**config.mk**
```make
export PLATFORM = sky130hd
export DESIGN_NAME = ic_number_to_hex
export DESIGN_NICKNAME = d
export VERILOG_FILES = /design/src/rtl/ic_number_to_hex.sv
export SDC_FILE = /design/constraint.sdc
export NUM_CORES = 1
export LEC_CHECK = 0
export BUFFER_PORTS_ARGS = -buffer_cell sky130_fd_sc_hd__buf_2
export CORE_ASPECT_RATIO = 1.25
export CORE_MARGIN = 10
export CORE_UTILIZATION = 30
export DETAILED_ROUTE_END_ITERATION = 12
export PLACE_DENSITY_LB_ADDON = 0.12
export SLEW_MARGIN = 20
export SYNTH_ARGS = -nofsm -noshare
export SYNTH_HDL_FRONTEND = slang
export SYNTH_SLANG_ARGS = --single-unit
```
**constraint.sdc**
```tcl
create_clock -name clk -period 2.94 [get_ports clk]
set_input_delay 0.588 -clock clk [delete_from_list [all_inputs] [get_ports clk]]
set_output_delay 0.588 -clock clk [all_outputs]
set_load 0.01 [all_outputs]
```
**src/rtl/ic_number_to_hex.sv**
```systemverilog
// ic_number_to_hex
// Converts a binary IC part number (0..MAX_VALUE) into four active-low
// seven-segment digit codes using a sequential double-dabble engine.
// Start/busy/done handshake; fixed latency of 15 edges from start to done.

module ic_number_to_hex #(
  parameter bit          BLANK_LEADING = 1'b0,
  parameter int unsigned MAX_VALUE     = 9999
) (
  input  logic        clk,
  input  logic        reset,
  input  logic        start,
  input  logic [31:0] number,
  output logic [6:0]  HEX0,
  output logic [6:0]  HEX1,
  output logic [6:0]  HEX2,
  output logic [6:0]  HEX3,
  output logic        busy,
  output logic        done,
  output logic        overflow
);

  // Segment codes, active-low, bit order gfedcba
  localparam logic [6:0] SEG_0     = 7'b1000000;
  localparam logic [6:0] SEG_DASH  = 7'b0111111;
  localparam logic [6:0] SEG_BLANK = 7'b1111111;
  localparam logic [6:0] LEAD_RST  = BLANK_LEADING ? SEG_BLANK : SEG_0;

  // Operand width entering the engine and number of shift steps
  localparam int unsigned OP_W  = 14;
  localparam int unsigned SR_W  = 16 + OP_W;
  localparam logic [3:0]  LAST_SHIFT = 4'(OP_W - 1);

  typedef enum logic [1:0] {
    S_IDLE,
    S_SHIFT,
    S_ENCODE,
    S_DONE
  } state_t;

  state_t            r_state;
  state_t            w_next;

  // {BCD thousands, hundreds, tens, units, operand}
  logic [SR_W-1:0]   r_sr;
  logic [SR_W-1:0]   w_adj;
  logic [3:0]        r_cnt;
  logic              r_ovf;

  logic [3:0]        w_d3;
  logic [3:0]        w_d2;
  logic [3:0]        w_d1;
  logic [3:0]        w_d0;
  logic              w_blank3;
  logic              w_blank2;
  logic              w_blank1;
  logic [6:0]        w_hex3;
  logic [6:0]        w_hex2;
  logic [6:0]        w_hex1;
  logic [6:0]        w_hex0;

  function automatic logic [6:0] seg7(input logic [3:0] d);
    logic [6:0] s;
    case (d)
      4'd0:    s = 7'b1000000;
      4'd1:    s = 7'b1111001;
      4'd2:    s = 7'b0100100;
      4'd3:    s = 7'b0110000;
      4'd4:    s = 7'b0011001;
      4'd5:    s = 7'b0010010;
      4'd6:    s = 7'b0000010;
      4'd7:    s = 7'b1111000;
      4'd8:    s = 7'b0000000;
      4'd9:    s = 7'b0011000;
      default: s = 7'b1111111;
    endcase
    return s;
  endfunction

  // State register
  always_ff @(posedge clk or posedge reset) begin
    if (reset) r_state <= S_IDLE;
    else       r_state <= w_next;
  end

  // Next-state logic
  always_comb begin
    w_next = r_state;
    case (r_state)
      S_IDLE:   if (start) w_next = S_SHIFT;
      S_SHIFT:  if (r_cnt == LAST_SHIFT) w_next = S_ENCODE;
      S_ENCODE: w_next = S_DONE;
      S_DONE:   w_next = S_IDLE;
      default:  w_next = S_IDLE;
    endcase
  end

  assign busy = (r_state != S_IDLE);
  assign done = (r_state == S_DONE);

  // Add-3 correction on every BCD nibble that is 5 or more, before the shift
  always_comb begin
    w_adj = r_sr;
    for (int unsigned i = 0; i < 4; i++) begin
      if (r_sr[OP_W + 4*i +: 4] >= 4'd5)
        w_adj[OP_W + 4*i +: 4] = r_sr[OP_W + 4*i +: 4] + 4'd3;
    end
  end

  // Conversion engine: operand latch, shift register and bit counter
  always_ff @(posedge clk or posedge reset) begin
    if (reset) begin
      r_sr  <= '0;
      r_cnt <= '0;
      r_ovf <= 1'b0;
    end else begin
      case (r_state)
        S_IDLE: begin
          if (start) begin
            r_sr  <= {16'd0, number[OP_W-1:0]};
            r_cnt <= '0;
            r_ovf <= (number > 32'(MAX_VALUE));
          end
        end
        S_SHIFT: begin
          r_sr  <= w_adj << 1;
          r_cnt <= r_cnt + 4'd1;
        end
        default: ;
      endcase
    end
  end

  assign w_d3 = r_sr[SR_W-1   -: 4];
  assign w_d2 = r_sr[SR_W-5   -: 4];
  assign w_d1 = r_sr[SR_W-9   -: 4];
  assign w_d0 = r_sr[SR_W-13  -: 4];

  // Digit encode with optional leading-zero blanking; overflow forces dashes
  always_comb begin
    w_blank3 = BLANK_LEADING && (w_d3 == 4'd0);
    w_blank2 = w_blank3 && (w_d2 == 4'd0);
    w_blank1 = w_blank2 && (w_d1 == 4'd0);
    if (r_ovf) begin
      w_hex3 = SEG_DASH;
      w_hex2 = SEG_DASH;
      w_hex1 = SEG_DASH;
      w_hex0 = SEG_DASH;
    end else begin
      w_hex3 = w_blank3 ? SEG_BLANK : seg7(w_d3);
      w_hex2 = w_blank2 ? SEG_BLANK : seg7(w_d2);
      w_hex1 = w_blank1 ? SEG_BLANK : seg7(w_d1);
      w_hex0 = seg7(w_d0);
    end
  end

  // Output registers: updated only in ENCODE, held otherwise
  always_ff @(posedge clk or posedge reset) begin
    if (reset) begin
      HEX3     <= LEAD_RST;
      HEX2     <= LEAD_RST;
      HEX1     <= LEAD_RST;
      HEX0     <= SEG_0;
      overflow <= 1'b0;
    end else if (r_state == S_ENCODE) begin
      HEX3     <= w_hex3;
      HEX2     <= w_hex2;
      HEX1     <= w_hex1;
      HEX0     <= w_hex0;
      overflow <= r_ovf;
    end
  end

endmodule

```
# Yosys cells after proc, flatten, opt, wreduce, memory -nomap -nowiden
# Memory sizes are Yosys's and may differ from the RTL's.
# Index checks and enable logic that the tools add are counted.
[op_classes]
n_lt_le_gt_ge = 5
reduce_logical = 6
n_eq_ne = 6
muxes = 15
n_addsub = 5
[op_table]
columns = ["op", "n"]
rows = [
  ["one-hot mux 30 bit (2 select lines)", 1],
  ["greater-than comparator 32 x 14 -> 1 bit (second input constant)", 1],
  ["2-to-1 mux 30 bit", 1],
  ["2-to-1 mux 7 bit", 4],
  ["greater-or-equal comparator 4 x 3 -> 1 bit (second input constant)", 4],
  ["2-to-1 mux 4 bit", 4],
  ["adder 4 x 2 -> 4 bit (second input constant)", 3],
  ["one-hot mux 2 bit (4 select lines)", 1],
  ["one-hot mux 4 bit (2 select lines)", 1],
  ["AND reduction 2 bit", 3],
  ["adder 4 x 1 -> 4 bit (second input constant)", 1],
  ["== test 2 bit (second input constant)", 2],
  ["== test 4 bit (second input constant)", 1],
  ["2-to-1 mux 2 bit", 2],
  ["!= test 2 bit (second input constant)", 2],
  ["nonzero test 2 bit", 2],
  ["adder 3 x 2 -> 3 bit (second input constant)", 1],
  ["2-to-1 mux 3 bit", 1],
  ["== test 2 x 1 -> 1 bit (second input constant)", 1],
  ["logical NOT 2 bit", 1],
]
[totals]
romBits = 448
mem_count = 4
reg_bits = 66
input_bits = 35
output_inout_bits = 31
elab_cells = 50
[memory_table]
columns = ["memory", "words", "width", "read_ports", "rd_clocked_by_memory_dff", "write_ports", "line_no", "rtl"]
rows = [
  ["(name not given)", 16, 7, 1, 0, 0, "64", "case (d)"],
  ["(name not given)", 16, 7, 1, 0, 0, "64", ""],
  ["(name not given)", 16, 7, 1, 0, 0, "64", ""],
  ["(name not given)", 16, 7, 1, 0, 0, "64", ""],
]

# Depth between registers and ports, before layout
# Gate-level depths: netlist of run 1.
[logic_depth]
ltp_word = 3
mapped_depth = 8
ltp_nobuf = 6

# Worst setup path before layout of run 1
# Ideal clock, no wire load.
[synth_timing]
kind = "register to register"
startpoint = "register r_sr[15]"
endpoint = "register r_sr[16]"
n_path_buf = 0
t_arrival_ns = 1.373
synth_period_minus_slack_ns = 1.494
path_slack_ns = 1.446
setup_time_ns = 0.121
required_ns = 2.819
path_stages_with_launch = 7
path_cell_list = "dfrtp_1 inv_1 ha_1 nand2b_4 a21oi_2 mux2i_1 a22o_2"
[synth_between]
elab_chain_cells = 3
elab_cells_between_ends = 4
cone_classes = "1 x add/sub; 1 x order compare; 2 x mux"
[synth_lines]
columns = ["element", "line_no", "rtl"]
rows = [
  ["from (decl)", "45", "logic [SR_W-1:0] r_sr;"],
  ["from (signal assigned)", "120", "r_sr <= {16'd0, number[OP_W-1:0]};"],
  ["from (signal assigned)", "126", "r_sr <= w_adj << 1;"],
  ["adder 4 x 2 -> 4 bit / greater-or-equal comparator 4 x 3 -> 1 bit (equally long branches)", "106, 105", ""],
  ["2-to-1 mux 4 bit (*)", "105", "if (r_sr[OP_W + 4*i +: 4] >= 4'd5)"],
  ["one-hot mux 30 bit (2 select lines) (*)", "117", "case (r_state)"],
]
# Every way passes the cells marked *; elsewhere a longest branch is shown, timed or not.
# A chain may end at the register's enable or synchronous reset.

# Worst setup path in the final report of run 1
[layout_timing]
startpoint = "register r_state[0]"
endpoint = "output busy"
[layout_between]
elab_chain_cells = 1
[layout_lines]
columns = ["element", "line_no", "rtl"]
rows = [
  ["from (decl)", "41", "state_t r_state;"],
  ["from (signal assigned)", "83", "else r_state <= w_next;"],
  ["nonzero test 2 bit", "98", "assign busy = (r_state != S_IDLE);"],
  ["to (decl)", "18", "output logic busy,"],
]
# Every way passes these cells.

==> results, run 1 <==
- The biggest area contributor in the post-synthesis netlist is dfrtp_1.
- Summed over its instances, the top area cell type makes up 40.8% of the synthesized netlist area.
- In this run the tightest slew margin relative to its limit is 69.5%.
- STA classifies the critical path startpoint as a flop.
- The final-report hold violation count was 0.
- The floorplan has 45 rows.
- The worst-margin pin slew is 458 ps.
- The synthesized area is 3800 sq um.
- After filler insertion, the fill cell instance count of the layout stands at between 1k and 1.5k.
- Data arrives at the worst endpoint at 1420 ps.
- The initial antenna violation count is 0.
- The worst-case IR drop observed on VDD is 405 uV.
- The logic depth of the worst register-to-register path is 7.
- The critical path starts at r_state[0].
- The die extent in x is ~120 microns.
- For the final database, setup skew stands at 6.92 ps.
- The overall routing resource usage is 10.8%.
- The post-detailed-route DRC marker count is 0.
- Excluding fillers, the count of instances in the completed layout stands at 624.
- The length of the first detailed-routing pass in iterations is 5.
- The final layout contains routed wiring with a total length of 9040 microns.
- The HPWL reported at the end of detailed placement is approximately 6600 microns.
- The worst hold slack across all endpoints is roughly 310 ps.
- After the last flow step, the layout net total stands at 516.
- In the synthesized netlist the dominant register cell turns out to be dfrtp_1.
- The distinct cell type count of the synthesized netlist is 44.
- The first routing iteration left 91 violations.
- The die covers around 18000 sq um.
- Timing analysis after detailed placement gives a worst setup slack of ~990 ps.
- The H-tree depth is 3.
- The number of nets in the synthesized netlist is about 460.
- By area the synthesized netlist is led by dfrtp_1, ha_1, mux2i_1, a21oi_1, o21ai_2.
- In this run, synthesis inferred 0 flip-flops with an integrated enable.
- The worst setup path is captured at an output port.
- The flow ran to the end, and the final reports show no timing, DRC or antenna violations.
- The clock buffer count from CTS is 9.
- Post-CTS repair changed the size of 0 cells.
- Entering global routing, the biggest net connects 67 pins.
- The standard cell core area is 12300 sq um.
- The largest fanout on the critical path is 6.
- In the synthesized netlist, the cells that appear most often are dfrtp_1, nor2_1, a21oi_1, nand2_1, inv_1.
- Summed over all failing endpoints, the final setup total negative slack is 0 ps.
- The portion of the post-synthesis area used by sequential elements is 43.5%.
- The maximum buffer depth of the clock tree is 2.
- The number of hold buffers added after CTS is 0.
- Averaged over all synthesized cells, the footprint is slightly below 10 sq um.
- The mean number of vias per cell is 4.78.
- The minimum period implied by the final worst setup slack is between 2000 and 2500 ps.
- The data required time at the worst endpoint is around 2400 ps.
- Pin placement for this block handled 66 I/O pins.
- The vertical die dimension is roughly 150 microns.
- The setup path with the least slack is of type flop to output port.
- For this run, asynchronously set or reset flops after synthesis account for 100%.
- The maximum clock frequency is 498 MHz.
- TritonCTS built the clock tree.
- The max-slew violation count is 0.
- For this run the aggregate overflow at the end of global routing stands at 0.
- Setup repair after global routing left no endpoint under its margin.
- Clock-pin slew was measured on the worst setup and hold paths at 50 ps.
- The post-synthesis cell count is between 300 and 400.
- The number of global-route vias before repair is about 3.1k.
- The synthesized flop and latch total is 66.
- The worst register-to-register path ends at r_cnt[1].
- The layout overhead on the synthesized area is 19.1%.
- The via total after detailed routing is 2981.
- Of the cells placed in the final design, the portion with a size suffix greater than 1 is 26.5%.
- For this design the ratio of total power to cell area is about 1000 nW/um^2.
- The cell sitting at the root of the clock tree is a clkbuf_16.
- The routed length per placed instance is 14.5 microns.
- The starting utilization of the core area is 31.0%.
- Once layout is complete, the utilization of the core stands at 36.9%.
- The fraction of the cycle the final worst path needs is 68.3%.
- The placer congestion estimate is 0.798.
- After detailed placement, the design holds a cell count of 608.
- In the post-synthesis netlist, the cell with the most instances is dfrtp_1.
- Once the clock tree was built, the setup fixing pass inserted 0 buffers.
- Across all register-to-register paths, the minimum setup slack is between 1000 and 1500 ps.
- The origin of the critical flop-to-flop path is r_state[0].
- For the worst-skew pair, the clock arrives at the later sink with an insertion delay of 330 ps.
- CTS saw 66 sinks.
- The number of antenna diodes in the final layout is 0.
- The total area of multi-input combinational cells is 1880 sq um.
- Buffers placed on the I/O ports in this run total 65.
- Across the whole layout, storage elements account for 1660 sq um.
- The final-report setup violation count is 0.
- The smallest setup slack after layout is 932 ps.
- The global-route wire length before repair is between 15000 and 20000 microns.
- The analysis attributes to cell leakage a power of 1.93 nW.
- For this run, the number of Yosys warnings is 0.
- The detail route stage leaves a number of antenna-violating nets equal to 0.
- The tool flagged a number of max-cap violations equal to 0.
- The path class of the tightest hold or removal check is input port to async pin.
-- worst max path at each step --
stage,slack (ps),end,cells after the start
after floorplan,700,HEX0[0],1
after global placement,1070,r_sr[17],7
after detailed placement,990,r_sr[27],7
after CTS,920,busy,4
after global routing,750,r_sr[27],7
final,930,busy,4
-- layout by cell type, fill, tap and decap left out, types with 2 or more instances in the layout --
cell type,count
buf_4,5
o22ai_1,20
and3_1,2
nand3_1,4
nor2_1,37
a21oi_2,4
a22o_2,6
clkbuf_1,3
nand2_1,30
nor3b_1,2
a21boi_0,2
nand2b_4,2
a21oi_1,31
clkinv_2,2
a22o_1,2
o22a_1,2
dfrtp_1,62
o21ai_0,22
o21a_1,2
o31ai_1,2
o21ai_2,15
ha_1,26
nor4_1,5
dfstp_2,4
mux2i_1,18
mux2_2,2
xnor2_1,7
o21ai_1,2
buf_2,65
inv_1,27
nor3_1,2
a211oi_1,4
o211ai_1,2
nand2b_1,8
a31oi_1,6
nor2b_1,5
clkbuf_16,9
-- critical path, cell delays in order, from the launching register on --
cell and delay (ps):
dfrtp_1 410, inv_1 90, ha_1 350, inv_1 80
buf_2 150
-- logic make-up (layout without fill, tap and decap cells) --
kind of cell               count (synthesis)  count (layout)  synth area share, %
muxes                                     20              20                 5.33
buffers and inverters                     50             116                 7.14
DFF                                       66              66                 43.5
AOI/OAI and AO/OA                        126             126                 21.6
and+or+nand+nor                           99              99                 12.2
xor gates and xnor gates                   7               7                 1.61
adders and majority gates                 26              26                 8.55
-- registers in the layout, summed over array words and instances, names as in the netlist --
name and flops:
overflow 1, r_state 2, r_ovf 1, HEX0 7
r_sr 30, HEX2 7, r_cnt 4, HEX1 7
HEX3 7
-- cell type report --
class / count / share of cell area (%)
inverters: 29 / 2.51
clock inverters: 3 / 0.883
flip-flops and latches: 66 / 36.5
multi-input cells: 278 / 41.6
repair buffers: 71 / 8.45
well taps: 164 / 4.53
clock buffers: 13 / 5.52
-- report_power, final --
| part | total, mW | switching, mW | internal [mW] |
|---|---|---|---|
| registers | 1.43 | 0.287 | 1.15 |
| clock network | 1.06 | 0.382 | 0.677 |
| logic | 2.01 | 1.18 | 0.827 |
| total | 4.50 | 1.85 | 2.65 |
-- per-layer routing --
layer / share of wire (%) / up-vias / routed length (microns) / GRT usage (%)
met1: 46 / 1389 / 4200 / 13.6
met4: 1.4 / 0 / 124 / 3.99
met3: 6.4 / 9 / 580 / 3.68
met5: 0 / - / 0 / 0
li1: - / 1516 / - / -
met2: 46 / 67 / 4130 / 16.5
-- per-stage QoR --
step	cell area (sq um)	power (mW)
CTS	4530	4.58
finish	4530	4.50
global placement	4240	3.47
floorplan	3800	3.15
global route	4530	4.91
detailed placement	4240	3.49
Note: power is estimated with default switching activity, not from simulation.
==> run 2: changes to the inputs <==
Clock period 2.94 ns to 2.1 ns, I/O delays scaled along.
==> run 2 against run 1 <==
Sequential share of layout area is 0.12 points higher; global-route usage rose by 0.17 points; critical path depth is the same; critical endpoint unchanged; largest cell class unchanged.
==> results, run 2 (synthesized netlist as in run 1, its figures left out) <==
- The flow ran to the end, and the final reports show no timing, DRC or antenna violations.
- 0 antenna diodes ended up in the layout.
- In this run the count of I/O pins placed on the die edge is 66.
- After detailed routing, the number of vias per cell comes to approximately 4.8.
- The area growth from synthesis to layout is 18.7%.
- Dividing the detail-routed wire length by the instance count gives 14.6 microns.
- The region available for standard cell placement spans 12300 sq um.
- Data arrives at the worst endpoint at 1400 ps.
- Leaving out fill and tap cells, the most frequent cells in the layout are buf_2, dfrtp_1, nor2_1.
- In this run, CTS created clock tree buffers numbering 9.
- The cell-internal power is 3.63 mW.
- The share of total power consumed by net switching is 41.8%.
- The worst-margin pin slew is 524 ps.
- The clock sink count is 66.
- The cell area after layout is 4520 sq um.
- Of the available clock period, the critical path in the final layout requires between 80% and 90%.
- The minimum period implied by the final worst setup slack is 1820 ps.
- The residual overflow from global routing is 0.
- Measured along the x axis, the die boundary spans 121 microns.
- After routing, the total negative slack on setup checks comes to 0 ps.
- The tightest slew margin relative to the limit is approximately two thirds.
- Of the total power, the clock network draws 21.2%.
- In this run the static leakage power is 1.92 nW.
- The first global-routing pass estimated 15800 microns of wire.
- The die is 146 microns tall.
- Setup repair after global routing left no endpoint under its margin.
- The count of max-cap constraint violations is 0.
- TritonCTS built the clock tree.
- The peak ir drop on the vdd network is 439 uV.
- The floorplan step defined a die boundary enclosing roughly 18000 sq um.
- The part of the total power dissipated in sequential elements is 31.3%.
- The HPWL reported at the end of detailed placement is 6560 microns.
- The final-report hold violation count is 0.
- The portion of total power attributed to combinational logic is 47.5%.
- The share of layout cells above drive strength 1 is 26.0%.
- The register with the most flip-flops in the layout has 30 of them.
- r_sr holds more flip-flops than any other register.
- In this run the clock root is driven by a clkbuf_16.
- The logic depth of the worst register-to-register path is 6.
- The number of global-route vias before repair is 3104.
- The number of hold buffers added after CTS is 0.
- Data on the critical path is required at its endpoint by 1680 ps.
- The initial antenna violation count is 0.
- STA classifies the critical path startpoint as a flop.
- The category of the most critical setup path is flop to output port.
- Summed over all layers, the routed wires come to 9130 microns.
- For this run, design rule violations remaining after detail routing come to 0.
- The starting utilization of the core area is 31.0%.
- Along the worst path, the maximum fanout reaches 6.
- The floorplan has between 40 and 50 rows.
- For this run, the total global-route usage over all layers was measured as 10.9%.
- The origin of the critical flop-to-flop path is r_state[0].
- For this run, the detailed router's first-pass iteration total came to 4.
- The net total in the final layout is about 520.
- The register-to-register setup slack is around 370 ps.
- Static timing analysis puts the maximum clock frequency at 548 MHz.
- The max-slew violation count is 0.
- The most common cell after layout, fill and taps aside is buf_2.
- The clock latency on the worst-skew pair is 330 ps.
- The final-report setup violation count is 0.
- The endpoint type of the worst setup path is an output port.
- The placer congestion estimate is 0.775.
- The worst-case clock skew is 7.27 ps.
- The area after detailed placement is 4270 sq um.
- In this run, post-CTS repair resized a total of 0 instances.
- The H-tree depth is 3.
- The cell area power density is between 1000 and 1500 nW/um^2.
- Summed over all nets, the switching power comes to around 2.6 mW.
- Counting along the longest clock path gives a buffer depth of 2.
- Post-CTS timing repair inserted 0 buffers for setup.
- The tightest min-delay check is of the input port to async pin type.
- The residual antenna-violating net count after detailed routing is 0.
- The clock input transition at the sequential cells of the worst setup and hold paths is approximately 50 ps.
- The worst reg2reg path endpoint is r_sr[6].
- The maximum number of pins on one net before global-route repair is 67.
- The via total after detailed routing is approximately 3.0k.
- Buffers placed on the I/O ports in this run total 65.
- The first-iteration detailed-routing DRC count is around 160.
[run 2: changes by cell type in the layout (fill, tap and decap cells not counted)]
| cell | previous run | this run |
|---|---|---|
| clkbuf_1 | 3 | 6 |
| clkinv_2 | 2 | 0 |
| buf_12 | 1 | 2 |
| buf_4 | 5 | 6 |
| bufinv_16 | 1 | 0 |
| clkbuf_8 | 1 | 0 |
[run 2: per-stage QoR]
step | worst slack, ps | hold WS [ps] | utilization, % | total power, mW | instances
after floorplan | 31.8 | 450 | - | 4.41 | 394
after global placement | 401 | 459 | 34.8 | 4.93 | 610
after CTS | 261 | 171 | 36.8 | 6.35 | 625
final | 276 | 148 | 36.8 | 6.24 | 625
after detailed placement | 342 | 466 | 34.8 | 4.97 | 610
after global routing | 138 | 197 | 36.8 | 6.82 | 625
[run 2: power by group through the flow]
stage               logic (mW)  clock network, mW  registers, mW
detailed placement        2.99                  0           1.98
floorplan                 2.57                  0           1.84
global placement          2.97                  0           1.96
finish                    2.96               1.32           1.95
global route              3.37               1.44           2.02
CTS                       3.02               1.38           1.95
[run 2: worst max-delay path by stage]
stage	slack (ps)	startpoint	endpoint	cells past startpoint
2_1_floorplan	30	reset	HEX0[0]	1
3_3_place_gp	400	r_state[1]	r_sr[8]	6
3_5_place_dp	340	r_state[1]	r_sr[6]	6
4_1_cts	260	r_state[1]	busy	4
5_1_grt	140	r_state[1]	busy	4
6_report	280	r_state[0]	busy	4
[run 2: area by class of cell]
class / instances / area, sq um
Fill cell: 1294 / 7760
Multi-Input combinational cell: 278 / 1880
Sequential cell: 66 / 1660
Timing Repair Buffer: 73 / 410
Clock buffer: 15 / 248
Tap cell: 164 / 205
Inverter: 29 / 114
[run 2: worst max-delay path, cell delays in order (launching register included)]
cell	delay [ps]
dfrtp_1	410
inv_1	100
ha_1	350
inv_1	70
buf_2	140
[run 2: metal layers]
layer  vias to the layer above  GRT usage (%)  share of wire [%]  routed length (microns)
li1                       1521              -                  -                        -
met1                      1386           13.7                 47                     4310
met2                        83           16.6                 45                     4080
met3                        11           3.76                6.4                      586
met4                         0           4.72                1.6                      150
met5                         -              0                  0                        0
